## src/rtl/sdr_port_arbiter.sv

```systemverilog
// Arbitrates refresh, write-burst and read-burst requests onto one SDRAM controller
// command port, then paces the data strobes for the granted burst.
`ifndef DSIZE
`define DSIZE 32
`endif

module sdr_port_arbiter #(
    parameter int ASIZE     = 23,
    parameter int BURST_LEN = 8,
    parameter int CAS_LAT   = 3
) (
    input  logic                 CLK,
    input  logic                 RESET_N,
    input  logic                 REF_REQ,
    output logic                 REF_ACK,
    input  logic                 WR_REQ,
    input  logic [ASIZE-1:0]     WR_ADDR,
    output logic                 WR_GNT,
    input  logic                 RD_REQ,
    input  logic [ASIZE-1:0]     RD_ADDR,
    output logic                 RD_VALID,
    output logic [2:0]           CMD,
    output logic [ASIZE-1:0]     SADDR,
    input  logic                 CMDACK,
    output logic [`DSIZE/8-1:0]  DM
);

    localparam logic [2:0] S_IDLE    = 3'd0;
    localparam logic [2:0] S_CMD_REF = 3'd1;
    localparam logic [2:0] S_CMD_WR  = 3'd2;
    localparam logic [2:0] S_WR_DATA = 3'd3;
    localparam logic [2:0] S_CMD_RD  = 3'd4;
    localparam logic [2:0] S_RD_WAIT = 3'd5;
    localparam logic [2:0] S_RD_DATA = 3'd6;

    localparam logic [2:0] C_NOP     = 3'b000;
    localparam logic [2:0] C_READA   = 3'b001;
    localparam logic [2:0] C_WRITEA  = 3'b010;
    localparam logic [2:0] C_REFRESH = 3'b011;

    localparam logic [7:0] LAST_WORD = 8'(BURST_LEN - 1);
    localparam logic [7:0] LAST_WAIT = (CAS_LAT >= 2) ? 8'(CAS_LAT - 2) : 8'd0;

    logic [2:0] state;
    logic [7:0] cnt;
    logic       last_rd;   // last_served: 0 = write, 1 = read
    logic       armed;     // holds off the first command until the second edge out of reset

    // NOTE: all state and outputs here use non-blocking assignments so every
    // register samples pre-edge values; blocking would create order-dependent races.
    always_ff @(posedge CLK or negedge RESET_N) begin
        if (!RESET_N) begin
            state    <= S_IDLE;
            cnt      <= 8'd0;
            last_rd  <= 1'b0;
            armed    <= 1'b0;
            CMD      <= C_NOP;
            SADDR    <= '0;
            WR_GNT   <= 1'b0;
            RD_VALID <= 1'b0;
            REF_ACK  <= 1'b0;
            DM       <= '1;
        end else begin
            armed   <= 1'b1;
            REF_ACK <= 1'b0;
            case (state)
                S_IDLE: begin
                    // Skip the REF_ACK cycle: the refresh requester only drops its level after seeing it.
                    if (armed && !REF_ACK) begin
                        if (REF_REQ) begin
                            state <= S_CMD_REF;
                            CMD   <= C_REFRESH;
                        end else if (WR_REQ && (!RD_REQ || last_rd)) begin
                            state   <= S_CMD_WR;
                            CMD     <= C_WRITEA;
                            SADDR   <= WR_ADDR;
                            last_rd <= 1'b0;
                        end else if (RD_REQ) begin
                            state   <= S_CMD_RD;
                            CMD     <= C_READA;
                            SADDR   <= RD_ADDR;
                            last_rd <= 1'b1;
                        end
                    end
                end
                S_CMD_REF: begin
                    if (CMDACK) begin
                        CMD     <= C_NOP;
                        REF_ACK <= 1'b1;
                        state   <= S_IDLE;
                    end
                end
                S_CMD_WR: begin
                    if (CMDACK) begin
                        CMD    <= C_NOP;
                        WR_GNT <= 1'b1;
                        DM     <= '0;
                        cnt    <= 8'd0;
                        state  <= S_WR_DATA;
                    end
                end
                S_WR_DATA: begin
                    if (cnt == LAST_WORD) begin
                        WR_GNT <= 1'b0;
                        DM     <= '1;
                        cnt    <= 8'd0;
                        state  <= S_IDLE;
                    end else begin
                        cnt <= cnt + 8'd1;
                    end
                end
                S_CMD_RD: begin
                    if (CMDACK) begin
                        CMD <= C_NOP;
                        cnt <= 8'd0;
                        if (CAS_LAT <= 1) begin
                            RD_VALID <= 1'b1;
                            state    <= S_RD_DATA;
                        end else begin
                            state <= S_RD_WAIT;
                        end
                    end
                end
                S_RD_WAIT: begin
                    if (cnt == LAST_WAIT) begin
                        cnt      <= 8'd0;
                        RD_VALID <= 1'b1;
                        state    <= S_RD_DATA;
                    end else begin
                        cnt <= cnt + 8'd1;
                    end
                end
                S_RD_DATA: begin
                    if (cnt == LAST_WORD) begin
                        RD_VALID <= 1'b0;
                        cnt      <= 8'd0;
                        state    <= S_IDLE;
                    end else begin
                        cnt <= cnt + 8'd1;
                    end
                end
                default: begin
                    state    <= S_IDLE;
                    cnt      <= 8'd0;
                    CMD      <= C_NOP;
                    WR_GNT   <= 1'b0;
                    RD_VALID <= 1'b0;
                    DM       <= '1;
                end
            endcase
        end
    end

endmodule

```

## config.mk

```make
export PLATFORM = sky130hd
export DESIGN_NAME = sdr_port_arbiter
export DESIGN_NICKNAME = d
export VERILOG_FILES = /design/src/rtl/sdr_port_arbiter.sv
export SDC_FILE = /design/constraint.sdc
export NUM_CORES = 1
export LEC_CHECK = 0
export BUFFER_PORTS_ARGS = -buffer_cell sky130_fd_sc_hd__buf_2
export CAP_MARGIN = 20
export CORE_MARGIN = 2
export CORE_UTILIZATION = 45
export CTS_CLUSTER_DIAMETER = 150
export DETAILED_ROUTE_END_ITERATION = 7
export PLACE_DENSITY = 0.74
export SKIP_CTS_REPAIR_TIMING = 1
export SLEW_MARGIN = 10
export SYNTH_ARGS = -nofsm -noshare
export SYNTH_HDL_FRONTEND = slang
export SYNTH_SLANG_ARGS = --single-unit
```

## constraint.sdc

```tcl
create_clock -name CLK -period 5.35 [get_ports CLK]
set_input_delay 0.2675 -clock CLK [delete_from_list [all_inputs] [get_ports CLK]]
set_output_delay 0.2675 -clock CLK [all_outputs]
set_load 0.01 [all_outputs]
```

# Word level (Yosys, flattened, before mapping)
# Cells that the tools add are included.
totals:
  regBits: 46
  latch_bits: 0
  ram_bits: 0
  romBits: 0
  inputBits: 52
  n_memories: 0
classes:
  n_addsub: 1
  mul: 0
  div: 0
  n_lt_le_gt_ge: 0
  eq_ne: 19
  n_shift: 0
  muxes: 33
  n_bitwise: 5
  reduce_logical: 20
ops:
  columns: ["cell", "count"]
  rows:
  - ["23-bit two-way mux", 2]
  - ["3-bit two-way mux", 13]
  - ["8-bit one-hot mux with 4 select lines", 1]
  - ["8-bit two-way mux", 3]
  - ["3-bit one-hot mux with 6 select lines", 1]
  - ["2-bit != test (second input constant)", 7]
  - ["4-bit one-hot mux with 3 select lines", 1]
  - ["5-bit OR reduction", 2]
  - ["3-bit == test (second input constant)", 3]
  - ["3-bit one-hot mux with 3 select lines", 1]
  - ["8-bit by 1-bit adder with 8-bit output (second input constant)", 1]
  - ["8-bit by 1-bit == test with 1-bit output (second input constant)", 1]
  - ["8-bit by 3-bit == test with 1-bit output (second input constant)", 1]
  - ["4-bit two-way mux", 2]
  - ["4-bit AND reduction", 2]
  - ["1-bit two-way mux", 7]
  - ["7-bit AND reduction", 1]
  - ["3-bit by 2-bit == test with 1-bit output (second input constant)", 2]
  - ["2-bit by 1-bit != test with 1-bit output (second input constant)", 3]
  - ["1-bit one-hot mux with 3 select lines", 2]
  - ["3-bit AND reduction", 2]
  - ["2-bit OR reduction", 3]
  - ["3-bit OR reduction", 2]
  - ["1-bit NOT", 5]
  - ["other kinds (8)", 10]

# Depth between registers and ports, before layout
# Gate-level depths: netlist of the first run.
depth:
  word_depth: 7
  depth_mapped: 8

# Worst setup path before layout of the first run
# No wires, ideal clock.
synth_timing:
  path_kind: "reg2reg"
  from: "register cnt[5]"
  to: "register state[0]"
  setup_ps: 125
  t_arrival_ps: 1759
  path_slack_ps: 3466
  path_stages_with_launch: 6
  path_buffers: 0
  path_cell_list: "dfrtp_1 or3_4 nor4_4 o22ai_4 nor2_4 mux2_4"
synth_via:
  elab_chain_cells: 3
  word_cells_on_any_way: 5
  classes_between: "eq/ne (4); reduce/logical (1)"
synth_rtl:
  columns: ["element", "line_no", "source"]
  rows:
  - ["start: declaration", "45", "logic [7:0] cnt;"]
  - ["start signal: assignment", "109", "cnt <= cnt + 8'd1;"]
  - ["start signal: assignment", "130", "cnt <= cnt + 8'd1;"]
  - ["start signal: assignment", "139", "cnt <= cnt + 8'd1;"]
  - ["8-bit by 3-bit == test with 1-bit output / 8-bit by 1-bit == test with 1-bit output (equally long branches)", "103, 134, 125", null]
  - ["2-bit by 1-bit != test with 1-bit output (no line) / 2-bit != test (equally long branches)", null, null]
  - ["7-bit AND reduction (no line) *", null, null]
  - ["end signal: assignment", "107", "state <= S_IDLE;"]
  - ["end signal: assignment", "137", "state <= S_IDLE;"]
  - ["end signal: assignment", "143", "state <= S_IDLE;"]
  - ["end: declaration", "44", "logic [2:0] state;"]
# Mark *: on every way between the ends. The rest lies on a longest branch, timed or not.
# A chain may end at the register's enable or synchronous reset.

# Final worst setup path of the first run
layout_timing:
  from: "register state[0]"
  to: "register last_rd"
layout_via:
  elab_chain_cells: 2
layout_rtl:
  columns: ["element", "line_no", "source"]
  rows:
  - ["start signal: assignment", "53", "state <= S_IDLE;"]
  - ["start signal: assignment", "71", "state <= S_CMD_REF;"]
  - ["start signal: assignment", "74", "state <= S_CMD_WR;"]
  - ["3-bit zero test", "66", "case (state)"]
  - ["4-bit AND reduction (no line)", null, null]
  - ["end signal: assignment", "55", "last_rd <= 1'b0;"]
  - ["end signal: assignment", "77", "last_rd <= 1'b0;"]
  - ["end signal: assignment", "82", "last_rd <= 1'b1;"]
  - ["end: declaration", "46", "logic last_rd;"]
# No other way between the ends.

==> flow_summary.json, run 1 <==
{
  "cts.htree.levels": 2,
  "syn_area_mm2": 0.00222,
  "number_of_global_route_vias_before_repair": 1723,
  "route.detailed.wl_per_inst_um": 12.8,
  "syn-mean-instance-area_um2": 9.74,
  "clk_latency_ns": 0.30,
  "chipWidth_um": 74.2,
  "initial_utilization_pct": 46.7,
  "endpoint": "last_rd",
  "ctsLongestPathBuffers": 2,
  "pin_count_of_the_biggest_net_entering_global_routing": 48,
  "worst_path_top_cell_family_by_delay": "flip-flops",
  "yosys-top-cells-count": "sky130_fd_sc_hd__dfrtp_1 (41), sky130_fd_sc_hd__a21oi_1 (29), sky130_fd_sc_hd__nor2_1 (29)",
  "clock.fmax_mhz": 484,
  "synthDistinctLibCells": 46,
  "combinationalPowerShare_pct": 41.6,
  "ys_seq_area_share_pct": 47.4,
  "timing.setup.critical_path_class": "reg -> reg",
  "drtAntennaViolNets": 0,
  "p_sw_share_pct": 38.9,
  "critical_path_buf_inv_count": 1,
  "net_switching_power_of_the_design_w": 0.000593,
  "maxCapViolCount": 0,
  "proportion_of_register_bits_with_asynchronous_set_or_reset_after_synthesis_pct": 100,
  "timing.critical_path.depth": 5,
  "synth_top_cell_by_area": "sky130_fd_sc_hd__dfrtp_1",
  "clock_tree.root_cell": "sky130_fd_sc_hd__clkbuf_8",
  "run_status": "complete, no violations",
  "internal-power_w": 0.000933,
  "rrSetupSlack_ns": 3.28,
  "n_antenna_cell": 0,
  "relSlewSlack_pct": 32.5,
  "synth_top_area_cells": "sky130_fd_sc_hd__dfrtp_1 (46%), sky130_fd_sc_hd__mux2i_1 (11%), sky130_fd_sc_hd__a21oi_1 (6.5%)",
  "worstRegToRegCells": 5,
  "p_per_area_mw_per_mm2": 547,
  "maxSlewViolCount": 0,
  "yosys_register_bits": 42,
  "setup_repair_after_global_routing_missed_its_margin": "no",
  "die_y_um": 74.2,
  "cts.sink_count": 42,
  "cts.clk_slew.worst_paths_ns": 0.09,
  "viasPerCell": 5.03,
  "globalplace.congestion": 0.770,
  "cp.arrival_ns": 2.26,
  "crit-reg2reg-launch": "state[0]",
  "grtUsageMet1_pct": 22.9,
  "global_route.overflow_total": 0,
  "drt_iter0_markers": 120,
  "placementRows": 25,
  "path_max_fanout": 47,
  "synth_top_cell_area_share_pct": 46.2,
  "worst_r2r_endpoint": "last_rd",
  "leakage_nw": 1.41,
  "maximum_vdd_drop_v": 0.000255,
  "final_cells": 370,
  "cpPeakStageDelay_ns": 0.58,
  "report.final.setup_viol": 0,
  "synth_most_common_cell": "sky130_fd_sc_hd__dfrtp_1",
  "met3_usage_pct": 5.01,
  "hold_viol_final": 0,
  "antenna_found_initial": 0,
  "io-pin-count": 85,
  "power_frac_seq_pct": 38.7,
  "mappedNetlistNets": 282,
  "finalWorstPathRequiredPeriod_ns": 2.07,
  "numPlacedInstances": 362,
  "place.port_buffers": 83,
  "track_usage_pct": 17.9,
  "fin_nets": 356,
  "crit_path_cell_trace": "nor2_1, nand2_1, nor4_2, buf_4, mux2_2",
  "timing.critical_path.to_type": "flip-flop",
  "worst-slew-pin-transition_ns": 1.01,
  "number_of_enable_type_register_cells_in_the_synthesized_netlist": 0,
  "design.core.area_mm2": 0.00475,
  "worst_ep_required_time_ns": 5.54,
  "worstSetupStartpoint": "state[0]",
  "post-route-period-util_pct": 38.6,
  "numCtsBuffers": 5,
  "p_clk_share_pct": 19.7,
  "count_of_mapped_cells_out_of_synthesis": 228,
  "timing.clock.skew_ns": 0.00793,
  "grt_busiest_layer": "met2",
  "critical-path-slowest-cell": "sky130_fd_sc_hd__dfrtp_1",
  "area_delta_synth_final_pct": 25.7,
  "drive_above_1_share_pct": 34.3,
  "yosysWarningCount": 0,
  "crit_path_start_kind": "flip-flop",
  "finalPower_w": 0.00153,
  "design.die.area_mm2": 0.00551,
  "grt_first_pass_wirelength_um": 7610,
  "fin_tns_setup_ns": 0,
  "num_vias": 1861,
  "timing.hold.worst.class": "in -> async",
  "ys.flop_type": "sky130_fd_sc_hd__dfrtp_1",
  "tritoncts": "built",
  "detailedPlacementHpwl_um": 3460,
  "grt.met2_usage_pct": 29.7,
  "detail_route.drc_violations": 0,
  "total_routed_length_um": 4740,
  "drtPass1Iterations": 4
}
-- how the worst min path moves through the flow --
stage,startpoint,end,slack [ns]
global placement,RESET_N,WR_GNT,0.45
global route,RESET_N,cnt[2],0.17
floorplan,RESET_N,CMD[0],-0.03
detailed placement,RESET_N,WR_GNT,0.45
finish,RESET_N,cnt[2],0.09
CTS,RESET_N,cnt[2],0.12
-- cell usage in the layout (no fill, tap or decap), types with 3 or more instances in the layout --
master                      n
sky130_fd_sc_hd__inv_1      9
sky130_fd_sc_hd__buf_2     83
sky130_fd_sc_hd__nor2_1    29
sky130_fd_sc_hd__nor2b_1    3
sky130_fd_sc_hd__clkbuf_8   5
sky130_fd_sc_hd__nand2_1   12
sky130_fd_sc_hd__nor3_1     4
sky130_fd_sc_hd__dfrtp_1   41
sky130_fd_sc_hd__nand3_1    6
sky130_fd_sc_hd__o21ai_0   11
sky130_fd_sc_hd__a21oi_1   29
sky130_fd_sc_hd__a21o_1     4
sky130_fd_sc_hd__mux2i_1   24
-- power groups by stage --
stage | combinational (W) | sequential (W) | clock, W
floorplan | 0.000437 | 0.000590 | 0
global placement | 0.000620 | 0.000588 | 0
detailed placement | 0.000642 | 0.000589 | 0
CTS | 0.000639 | 0.000588 | 0.000308
global route | 0.000707 | 0.000611 | 0.000319
finish | 0.000635 | 0.000590 | 0.000301
-- registers in the layout, indices dropped and copies added, names as in the netlist --
register	count
CMD	2
DM	1
RD_VALID	1
REF_ACK	1
SADDR	23
WR_GNT	1
armed	1
cnt	8
last_rd	1
state	3
-- per-stage QoR --
step	setup WS, ns	instance area, µm²	utilization (%)	hold slack (ns)
5_1_grt	3.14	2790	58.7	0.170
6_report	3.28	2790	58.7	0.0926
2_1_floorplan	3.47	2220	-	-0.0281
4_1_cts	3.31	2790	58.7	0.123
3_3_place_gp	3.37	2650	55.8	0.449
3_5_place_dp	3.33	2650	55.8	0.449
-- routing by layer --
| layer | wire length (µm) | vias to the layer above |
|---|---|---|
| li1 | - | 943 |
| met1 | 2120 | 839 |
| met2 | 2220 | 72 |
| met3 | 332 | 7 |
| met4 | 64 | 0 |
| met5 | 0 | - |
-- kinds of logic (layout without fill, tap and decap cells) --
family                   Yosys count  in the layout  share of synthesized area, %
adder cells (fa/ha/maj)            2              2                          1.13
other                              2              2                         0.338
flip-flops                        42             42                          47.4
XOR/XNOR                           1              1                         0.395
AND/OR/NAND/NOR                   70             70                          16.9
multiplexers                      26             26                          12.0
buffers and inverters             26            101                          5.47
AO/OA/AOI/OAI                     59             59                          16.4
-- worst register-to-register path: stages, from the launching register on --
cell	delay [ns]
sky130_fd_sc_hd__dfrtp_1	0.58
sky130_fd_sc_hd__nor2_1	0.25
sky130_fd_sc_hd__nand2_1	0.09
sky130_fd_sc_hd__nor4_2	0.23
sky130_fd_sc_hd__buf_4	0.42
sky130_fd_sc_hd__mux2_2	0.40
-- final cells by class --
class	instances	area (µm²)
Clock buffer	5	68.8
Clock inverter	3	68.8
Fill cell	422	1960
Inverter	9	33.8
Multi-Input combinational cell	160	1060
Sequential cell	42	1050
Tap cell	67	83.8
Timing Repair Buffer	84	423
Note: power is estimated with default switching activity, not from simulation.
==> run 2: changes to the inputs <==
Clock period 5.35 ns to 2 ns, I/O delays scaled along.
==> run 2 against run 1 <==
Worst hold slack better by 0.0084 ns. Global-route usage up 0.086 points. Sequential power rose to 2.6 times the previous value. Critical endpoint is now cnt[4]. Register-to-register slack worse by 3.2 ns. Count of clock-buffer cells in the layout unchanged. Routed wire length down 0.63%. First-iteration DRC count down 31%. Via count up 1.4%. Combinational power rose to 2.9 times the previous value. Die area unchanged. Non-clock buffer count up 9.
==> flow_summary.json, run 2 (same netlist as run 1, synthesis figures left out) <==
{
  "run_status": "complete, no violations",
  "worst_ep_required_time_ns": 2.18,
  "final_cells": 378,
  "final_common_cell": "sky130_fd_sc_hd__buf_2",
  "num_vias": 1887,
  "timing.hold.worst.class": "in -> reg",
  "cts.htree.levels": 2,
  "design.core.area_mm2": 0.00475,
  "hold_ws_ns": 0.101,
  "worst-slew-pin-transition_ns": 0.514,
  "drive_above_1_share_pct": 36.3,
  "maxSlewViolCount": 0,
  "fin_nets": 365,
  "layout.cells.most_common_list": "sky130_fd_sc_hd__buf_2 (83), sky130_fd_sc_hd__dfrtp_1 (39), sky130_fd_sc_hd__nor2_1 (29), sky130_fd_sc_hd__a21oi_1 (29), sky130_fd_sc_hd__mux2i_1 (24)",
  "cts.sink_count": 42,
  "path_max_fanout": 6,
  "track_usage_pct": 18.0,
  "io-pin-count": 85,
  "setup_repair_after_global_routing_missed_its_margin": "no",
  "regMostFlops": "SADDR",
  "area_delta_synth_final_pct": 27.7,
  "total_routed_length_um": 4710,
  "cp.arrival_ns": 2.06,
  "pin_count_of_the_biggest_net_entering_global_routing": 43,
  "drtAntennaViolNets": 0,
  "multi_input_comb_area_mm2": 0.00106,
  "ctsLongestPathBuffers": 2,
  "numCtsBuffers": 5,
  "detailedPlacementHpwl_um": 3500,
  "tritoncts": "built",
  "detail_route.drc_violations": 0,
  "route.detailed.wl_per_inst_um": 12.5,
  "place.port_buffers": 83,
  "seq_area_mm2": 0.00105,
  "antenna_found_initial": 0,
  "finalWorstPathRequiredPeriod_ns": 1.88,
  "clk_latency_ns": 0.29,
  "initial_utilization_pct": 46.7,
  "clock_tree.root_cell": "sky130_fd_sc_hd__clkbuf_8",
  "chipWidth_um": 74.2,
  "crit_path_start_kind": "flip-flop",
  "global_route.overflow_total": 0,
  "numPlacedInstances": 370,
  "largestRegisters": "SADDR (23), cnt (8), state (3)",
  "grt_first_pass_wirelength_um": 7630,
  "drt_iter0_markers": 83,
  "largest_register_ffs": 23,
  "hold_viol_final": 0,
  "die_y_um": 74.2,
  "number_of_global_route_vias_before_repair": 1703,
  "placementRows": 25,
  "drtPass1Iterations": 6,
  "p_per_area_mw_per_mm2": 1370,
  "maxCapViolCount": 0,
  "leakage_nw": 1.43,
  "timing.critical_path.to_type": "flip-flop",
  "timing.setup.critical_path_class": "reg -> reg",
  "maximum_vdd_drop_v": 0.000583,
  "relSlewSlack_pct": 65.7,
  "post-route-period-util_pct": 94.0,
  "clock.fmax_mhz": 532,
  "n_fill_cell": 420,
  "fin_tns_setup_ns": 0,
  "n_antenna_cell": 0,
  "report.final.setup_viol": 0,
  "viasPerCell": 4.99,
  "timing.clock.skew_ns": 0.00670,
  "cts.clk_slew.worst_paths_ns": 0.08,
  "design.die.area_mm2": 0.00551,
  "globalplace.congestion": 0.843
}
-- run 2: changes by cell type in the layout (fill, tap and decap cells not counted), moves of 2 or more --
cell	before	now
sky130_fd_sc_hd__buf_12	0	2
sky130_fd_sc_hd__buf_4	1	7
sky130_fd_sc_hd__bufinv_16	2	0
sky130_fd_sc_hd__clkinvlp_4	0	2
sky130_fd_sc_hd__dfrtp_1	41	39
sky130_fd_sc_hd__dfrtp_2	0	2
-- run 2: final timing paths --
check                                start  endpoint  slack (ns)  cells after the start
max in group asynchronous          RESET_N  state[1]        1.23                      3
worst max-delay path                cnt[5]    cnt[4]        0.12                      6
worst min register to register      CMD[1]    CMD[1]        0.50                      1
min in group asynchronous          RESET_N    WR_GNT        0.40                      3
worst max register to register      cnt[5]    cnt[4]        0.12                      6
worst min-delay path            WR_ADDR[8]  SADDR[8]        0.10                      3
-- run 2: critical path: stages (launching register included) --
cell and delay (ns):
sky130_fd_sc_hd__dfrtp_1 0.42, sky130_fd_sc_hd__or3_4 0.43, sky130_fd_sc_hd__nor4_4 0.28, sky130_fd_sc_hd__buf_4 0.18, sky130_fd_sc_hd__o22a_2 0.18, sky130_fd_sc_hd__o211ai_1 0.10
sky130_fd_sc_hd__nor2b_1 0.15
-- run 2: layout make-up --
cell class	instances	area share, %
clock buffer	5	2.43
sequential	42	37.2
timing repair buffer	93	18.3
tap	67	2.96
inverter	9	1.19
clock inverter	2	0.530
multi-input combinational	160	37.4
-- run 2: layer usage --
metal	GRT usage, %	part of all wire (%)	vias to the layer above	wire length (µm)
li1	-	-	966	-
met1	24.1	46	841	2170
met2	28.5	45	76	2130
met3	5.15	7.6	4	356
met4	5.95	1.1	0	54
met5	0	0	-	0
-- run 2: power by group --
group / switching [W] / internal, W / total, W
combinational: 0.000958 / 0.000859 / 0.00182
clock: 0.000293 / 0.000238 / 0.000532
sequential: 0.000325 / 0.00122 / 0.00155
-- run 2: metrics by stage --
stage | setup slack, ns | utilization (%) | power (W) | cell area, µm²
floorplan | 0.116 | - | 0.00275 | 2220
global placement | 0.133 | 57.6 | 0.00332 | 2740
detailed placement | 0.0753 | 57.6 | 0.00338 | 2740
CTS | 0.0589 | 59.3 | 0.00392 | 2820
global route | 0.0239 | 59.6 | 0.00420 | 2830
finish | 0.121 | 59.6 | 0.00390 | 2830
